[src/rtl/uart_pkg.sv]
// Shared types and helpers for the UART word scheduler.
package uart_pkg;

    typedef enum logic [1:0] {StIdle, StSend, StWait, StDone} tx_sched_state_t;

    localparam int unsigned UART_WORD_BYTES = 4;

    function automatic logic [7:0] uart_xor_bytes(input logic [31:0] word);
        return word[7:0] ^ word[15:8] ^ word[23:16] ^ word[31:24];
    endfunction

endpackage

[src/rtl/uart_rr_arb2.sv]
// Two-way round-robin arbiter; priority flips away from the winner on advance_i.
module uart_rr_arb2 (
    input  logic       clk,
    input  logic       reset,
    input  logic [1:0] req_i,
    input  logic       advance_i,
    output logic [1:0] gnt_o
);

    logic prio_q, prio_d;

    always_comb begin
        gnt_o = 2'b00;
        if (req_i[0] && (!req_i[1] || !prio_q)) begin
            gnt_o = 2'b01;
        end else if (req_i[1]) begin
            gnt_o = 2'b10;
        end
        prio_d = prio_q;
        // Granting requester 0 hands priority to 1, and vice versa.
        if (advance_i) begin
            prio_d = gnt_o[0];
        end
    end

    always_ff @(posedge clk) begin
        if (reset) begin
            prio_q <= 1'b0;
        end else begin
            prio_q <= prio_d;
        end
    end

endmodule

[src/rtl/uart_word_tx_sched.sv]
// Round-robin word scheduler feeding the UART byte transmitter, LSB byte first.
// Define UART_WORD_TX_CHECKSUM_EN to append an XOR checksum byte to every word.
module uart_word_tx_sched
    import uart_pkg::*;
#(
    parameter int unsigned BYTE_TIMEOUT = 512
) (
    input  logic        clk,
    input  logic        reset,
    input  logic        req0_valid,
    input  logic [31:0] req0_word,
    output logic        req0_ready,
    input  logic        req1_valid,
    input  logic [31:0] req1_word,
    output logic        req1_ready,
    output logic        tx_send_pulse,
    output logic [7:0]  tx_byte,
    input  logic        tx_byte_end,
    output logic        busy,
    output logic        grant_id,
    output logic        word_done,
    output logic        timeout_err
);

`ifdef UART_WORD_TX_CHECKSUM_EN
    localparam logic [2:0] LastIdx = 3'(UART_WORD_BYTES);
`else
    localparam logic [2:0] LastIdx = 3'(UART_WORD_BYTES - 1);
`endif

    localparam int unsigned CntW = (BYTE_TIMEOUT < 2) ? 1 : $clog2(BYTE_TIMEOUT);
    localparam logic [CntW-1:0] CntLast = CntW'(BYTE_TIMEOUT - 1);

    tx_sched_state_t state_q, state_d;
    logic [31:0]     word_q, word_d;
    logic [2:0]      idx_q, idx_d;
    logic [CntW-1:0] cnt_q, cnt_d;
    logic            grant_id_q, grant_id_d;
    logic            timeout_d;
    logic [7:0]      tx_byte_q, tx_byte_d;
    logic            tx_send_pulse_q, busy_q, word_done_q, timeout_err_q;
    logic [1:0]      gnt;
    logic            advance;

    uart_rr_arb2 u_arb (
        .clk       (clk),
        .reset     (reset),
        .req_i     ({req1_valid, req0_valid}),
        .advance_i (advance),
        .gnt_o     (gnt)
    );

    assign req0_ready = (state_q == StIdle) && gnt[0];
    assign req1_ready = (state_q == StIdle) && gnt[1];

    always_comb begin
        state_d    = state_q;
        word_d     = word_q;
        idx_d      = idx_q;
        cnt_d      = cnt_q;
        grant_id_d = grant_id_q;
        timeout_d  = 1'b0;
        advance    = 1'b0;
        unique case (state_q)
            StIdle: begin
                if (gnt != 2'b00) begin
                    advance    = 1'b1;
                    word_d     = gnt[1] ? req1_word : req0_word;
                    idx_d      = 3'd0;
                    grant_id_d = gnt[1];
                    state_d    = StSend;
                end
            end
            StSend: begin
                cnt_d   = '0;
                state_d = StWait;
            end
            StWait: begin
                if (tx_byte_end) begin
                    if (idx_q == LastIdx) begin
                        state_d = StDone;
                    end else begin
                        idx_d   = idx_q + 3'd1;
                        state_d = StSend;
                    end
                end else if (BYTE_TIMEOUT != 0 && cnt_q == CntLast) begin
                    timeout_d = 1'b1;
                    state_d   = StIdle;
                end else begin
                    cnt_d = cnt_q + CntW'(1);
                end
            end
            StDone: begin
                state_d = StIdle;
            end
            default: state_d = StIdle;
        endcase
    end

    always_comb begin
        tx_byte_d = 8'h00;
        case (idx_d)
            3'd0: tx_byte_d = word_d[7:0];
            3'd1: tx_byte_d = word_d[15:8];
            3'd2: tx_byte_d = word_d[23:16];
            3'd3: tx_byte_d = word_d[31:24];
`ifdef UART_WORD_TX_CHECKSUM_EN
            3'd4: tx_byte_d = uart_xor_bytes(word_d);
`endif
            default: tx_byte_d = 8'h00;
        endcase
    end

    always_ff @(posedge clk) begin
        if (reset) begin
            state_q         <= StIdle;
            word_q          <= '0;
            idx_q           <= '0;
            cnt_q           <= '0;
            grant_id_q      <= 1'b0;
            tx_byte_q       <= 8'h00;
            tx_send_pulse_q <= 1'b0;
            busy_q          <= 1'b0;
            word_done_q     <= 1'b0;
            timeout_err_q   <= 1'b0;
        end else begin
            state_q         <= state_d;
            word_q          <= word_d;
            idx_q           <= idx_d;
            cnt_q           <= cnt_d;
            grant_id_q      <= grant_id_d;
            tx_byte_q       <= tx_byte_d;
            tx_send_pulse_q <= (state_d == StSend);
            busy_q          <= (state_d != StIdle);
            word_done_q     <= (state_d == StDone);
            timeout_err_q   <= timeout_d;
        end
    end

    assign tx_send_pulse = tx_send_pulse_q;
    assign tx_byte       = tx_byte_q;
    assign busy          = busy_q;
    assign grant_id      = grant_id_q;
    assign word_done     = word_done_q;
    assign timeout_err   = timeout_err_q;

endmodule

[config.mk]
export PLATFORM = sky130hd
export DESIGN_NAME = uart_word_tx_sched
export DESIGN_NICKNAME = d
export VERILOG_FILES = /design/src/rtl/uart_pkg.sv /design/src/rtl/uart_rr_arb2.sv /design/src/rtl/uart_word_tx_sched.sv
export SDC_FILE = /design/constraint.sdc
export NUM_CORES = 1
export LEC_CHECK = 0
export BUFFER_PORTS_ARGS = -buffer_cell sky130_fd_sc_hd__buf_2
export CELL_PAD_IN_SITES_DETAIL_PLACEMENT = 1
export CELL_PAD_IN_SITES_GLOBAL_PLACEMENT = 1
export CORE_ASPECT_RATIO = 0.9
export CORE_UTILIZATION = 34
export CTS_CLUSTER_DIAMETER = 40
export DETAILED_ROUTE_END_ITERATION = 12
export GPL_ROUTABILITY_DRIVEN = 0
export GPL_TIMING_DRIVEN = 0
export PLACE_DENSITY_LB_ADDON = 0.1
export SLEW_MARGIN = 20
export SYNTH_ARGS = -nofsm -noshare
export SYNTH_HDL_FRONTEND = slang
export SYNTH_SLANG_ARGS = --single-unit
[constraint.sdc]
create_clock -name clk -period 1.8 [get_ports clk]
set_input_delay 0.09 -clock clk [delete_from_list [all_inputs] [get_ports clk]]
set_output_delay 0.09 -clock clk [all_outputs]
set_load 0.05 [all_outputs]
==> results.cfg <==
[finish]
fillers = 1062
finalNonFillerCells = 603
n_antenna_cell = 0
design_area_sq_mm = 0.00422
layout-drive-gt1-share = 0.372
fin_nets = 553
synthToLayoutAreaGrowth_pct = 37.8

[critical_path]
reg2reg_from = state_q[1]
worstPathMaxFanout = 10
cp-startpoint = state_q[1]
end_kind = register
critical_path_class = register to register
required_ns = 2.03
cp.arrival_ns = 2.06
cp_slowest_cell = dfxtp_4
critPathLaunchType = register
slowest_delay_ns = 0.37
crit_end = tx_byte[2]
path_cells = or2_4, buf_6, clkbuf_8, o21ai_1, o31a_1, mux2i_1, a32o_1
reg2reg_slack_ns = -0.03
worstReg2RegEnd = tx_byte[2]
r2r.worst_path.cells = 7

[grt]
grt_pass1_wl_microns = 16600
grt_pass1_vias = 3267
grt_usage = 0.233
gr-total-overflow = 0
antenna_found_initial = 0
grt_start_max_net_pins = 11

[clock_network]
clk_latency_ns = 0.34
cts-root-buf = clkbuf_8
cts_tree = yes
htree_levels = 3
cts_sinks = 60
clockBufferDepth = 2
clk_pin_slew_ns = 0.06
numCtsBuffers = 9

[drt]
avgViaCountPerCell = 5.28
wl_per_cell_microns = 17.5
wl_met1_microns = 5000
route.detailed.drc = 0
totalWireLength_microns = 10600
dr_wl_met2_microns = 4910
dr.pass1.iters = 4
vias = 3186
detail-route-antenna-nets = 0
routed-wl-met3_microns = 517
drt_iter0_drc = 149
top_layer = met4

[logic_synthesis]
async_flop_share = 0
ys_ff_latch = 60
synth_most_common_cell = nor2_1
syn_nets = 443
synth_common_cells = nor2_1 (70), dfxtp_1 (60), o21ai_0 (31)
syn_inst = 371
synth_cell_type_count = 53
yosys.area.top_type = dfxtp_1
avgSynthCellArea_sq_um = 8.26
synth_edf_count = 0
netlist_area_sq_mm = 0.00306
synth.top_cell.area_share = 0.392
ys_top_cells_by_area = dfxtp_1 (39%), nor2_1 (8.6%), o31a_1 (7.7%)
synthFlopType = dfxtp_1
synth-seq-area-share = 0.392
yosys_warnings = 0

[timing]
hold_violations = 0
fmax_mhz = 546
min_period_ns = 1.83
skew_ns = 0.00866
setup_viol = 1
setup_ws_ns = -0.0314
rsz0062_at_grt = yes
relSlewSlack = 0.585
finalCritPeriodShare = 1.02
worst_pin_slew_ns = 0.622
slew_violations = 0

[hold_path]
worstHoldPathType = input pin to register

[power_and_ir_drop]
power.total_uw = 3690
p_leak_uw = 0.00175
powerDensity_mw_per_mm2 = 874
ir_drop_mv = 0.440

[die]
ioPinCount = 84
die_h_microns = 92.1
start_util = 0.354
die_w_microns = 102
die_area_sq_mm = 0.00940
core_sq_mm = 0.00865
core.rowCount = 32

[flow_run]
maxCapViolations = 0

[place]
dp_cells = 571
dpl_cell_area_sq_mm = 0.00366
dpl.hpwl_microns = 7580
port-buffer-count = 81

[status]
violations = negative setup slack
status = finished with violations
[layout by cell type, fill, tap and decap left out, types with 6 or more instances in the layout]
cell,instances
a21oi_1,9
buf_2,85
buf_4,20
clkbuf_1,11
clkbuf_8,13
dfxtp_1,51
dfxtp_2,7
inv_1,7
nand2_1,9
nand2b_1,6
nor2_1,68
nor3_1,6
nor3b_1,26
o21ai_0,19
o21ai_1,10
o22ai_1,6
o31a_1,27
[metrics by stage]
stage	hold WS, ns	util	TNS [ns]	worst slack [ns]
2_1_floorplan	0.167	-	-0.000894	-0.000894
3_3_place_gp	0.366	0.424	-2.45	-0.287
3_5_place_dp	0.371	0.424	-3.26	-0.367
4_1_cts	0.00730	0.465	-0.0141	-0.0141
5_1_grt	0.0344	0.488	-0.535	-0.0986
6_report	0.0170	0.488	-0.0314	-0.0314
[area by class of cell]
class	count	area, sq um	share of cell area
Multi-Input combinational cell	273	1910	0.451
Sequential cell	60	1220	0.288
Timing Repair Buffer	101	572	0.135
Buffer	28	173	0.0409
Clock buffer	12	165	0.0391
Tap cell	119	149	0.0353
Inverter	8	30.0	0.00711
Clock inverter	2	10.0	0.00237
[state kept, by name, indices dropped and copies added, names as in the netlist, 2 cells and up]
register / count
state_q: 2
word_q: 32
tx_byte: 8
idx_q: 3
cnt_q: 9
[metal layers]
layer | GRT usage | vias up
met5 | 0 | -
met4 | 0.0607 | 0
met3 | 0.0610 | 12
met2 | 0.377 | 73
met1 | 0.303 | 1540
li1 | - | 1561
[worst max-delay path: cells and delay by family (launching register included)]
| kind | cells | cell delay [ns] |
|---|---|---|
| AND/OR/NAND/NOR | 1 | 0.28 |
| buffers and inverters | 2 | 0.32 |
| AO/OA/AOI/OAI | 3 | 0.65 |
| multiplexers | 1 | 0.11 |
| flip-flops | 1 | 0.37 |
[timing repair]
item	in CTS	in global routing
endpoints found under the hold margin	0	0
setup buffers	7	13
gates resized for setup	38	42
endpoints found under the setup margin	18	21
hold buffers	0	0
pin swaps	8	20
[cell families after synthesis]
group,share of synthesized area
compound gates,0.250
xor+xnor,0.0114
fa+ha+maj,0.0123
buf+inv,0.0514
flops,0.392
mux,0.0245
simple gates,0.258
[worst min-delay path by stage]
stage	from	cells after the start	end	slack, ns
6_report	req0_word[25]	3	word_q[25]	0.02
3_3_place_gp	req0_word[25]	3	word_q[25]	0.37
4_1_cts	req0_word[25]	3	word_q[25]	0.007
2_1_floorplan	tx_byte_end	1	timeout_err	0.17
5_1_grt	req0_word[9]	3	word_q[9]	0.03
3_5_place_dp	req0_word[25]	3	word_q[25]	0.37
[power by group]
group / internal, uW / leakage, uW / total (uW) / switching (uW)
registers: 1460 / 0.000499 / 1510 / 47.6
logic: 424 / 0.00116 / 1070 / 651
clock network: 592 / 0.0000941 / 1110 / 516
total: 2470 / 0.00175 / 3690 / 1210
No activity file was read; power rests on OpenSTA's default activity.
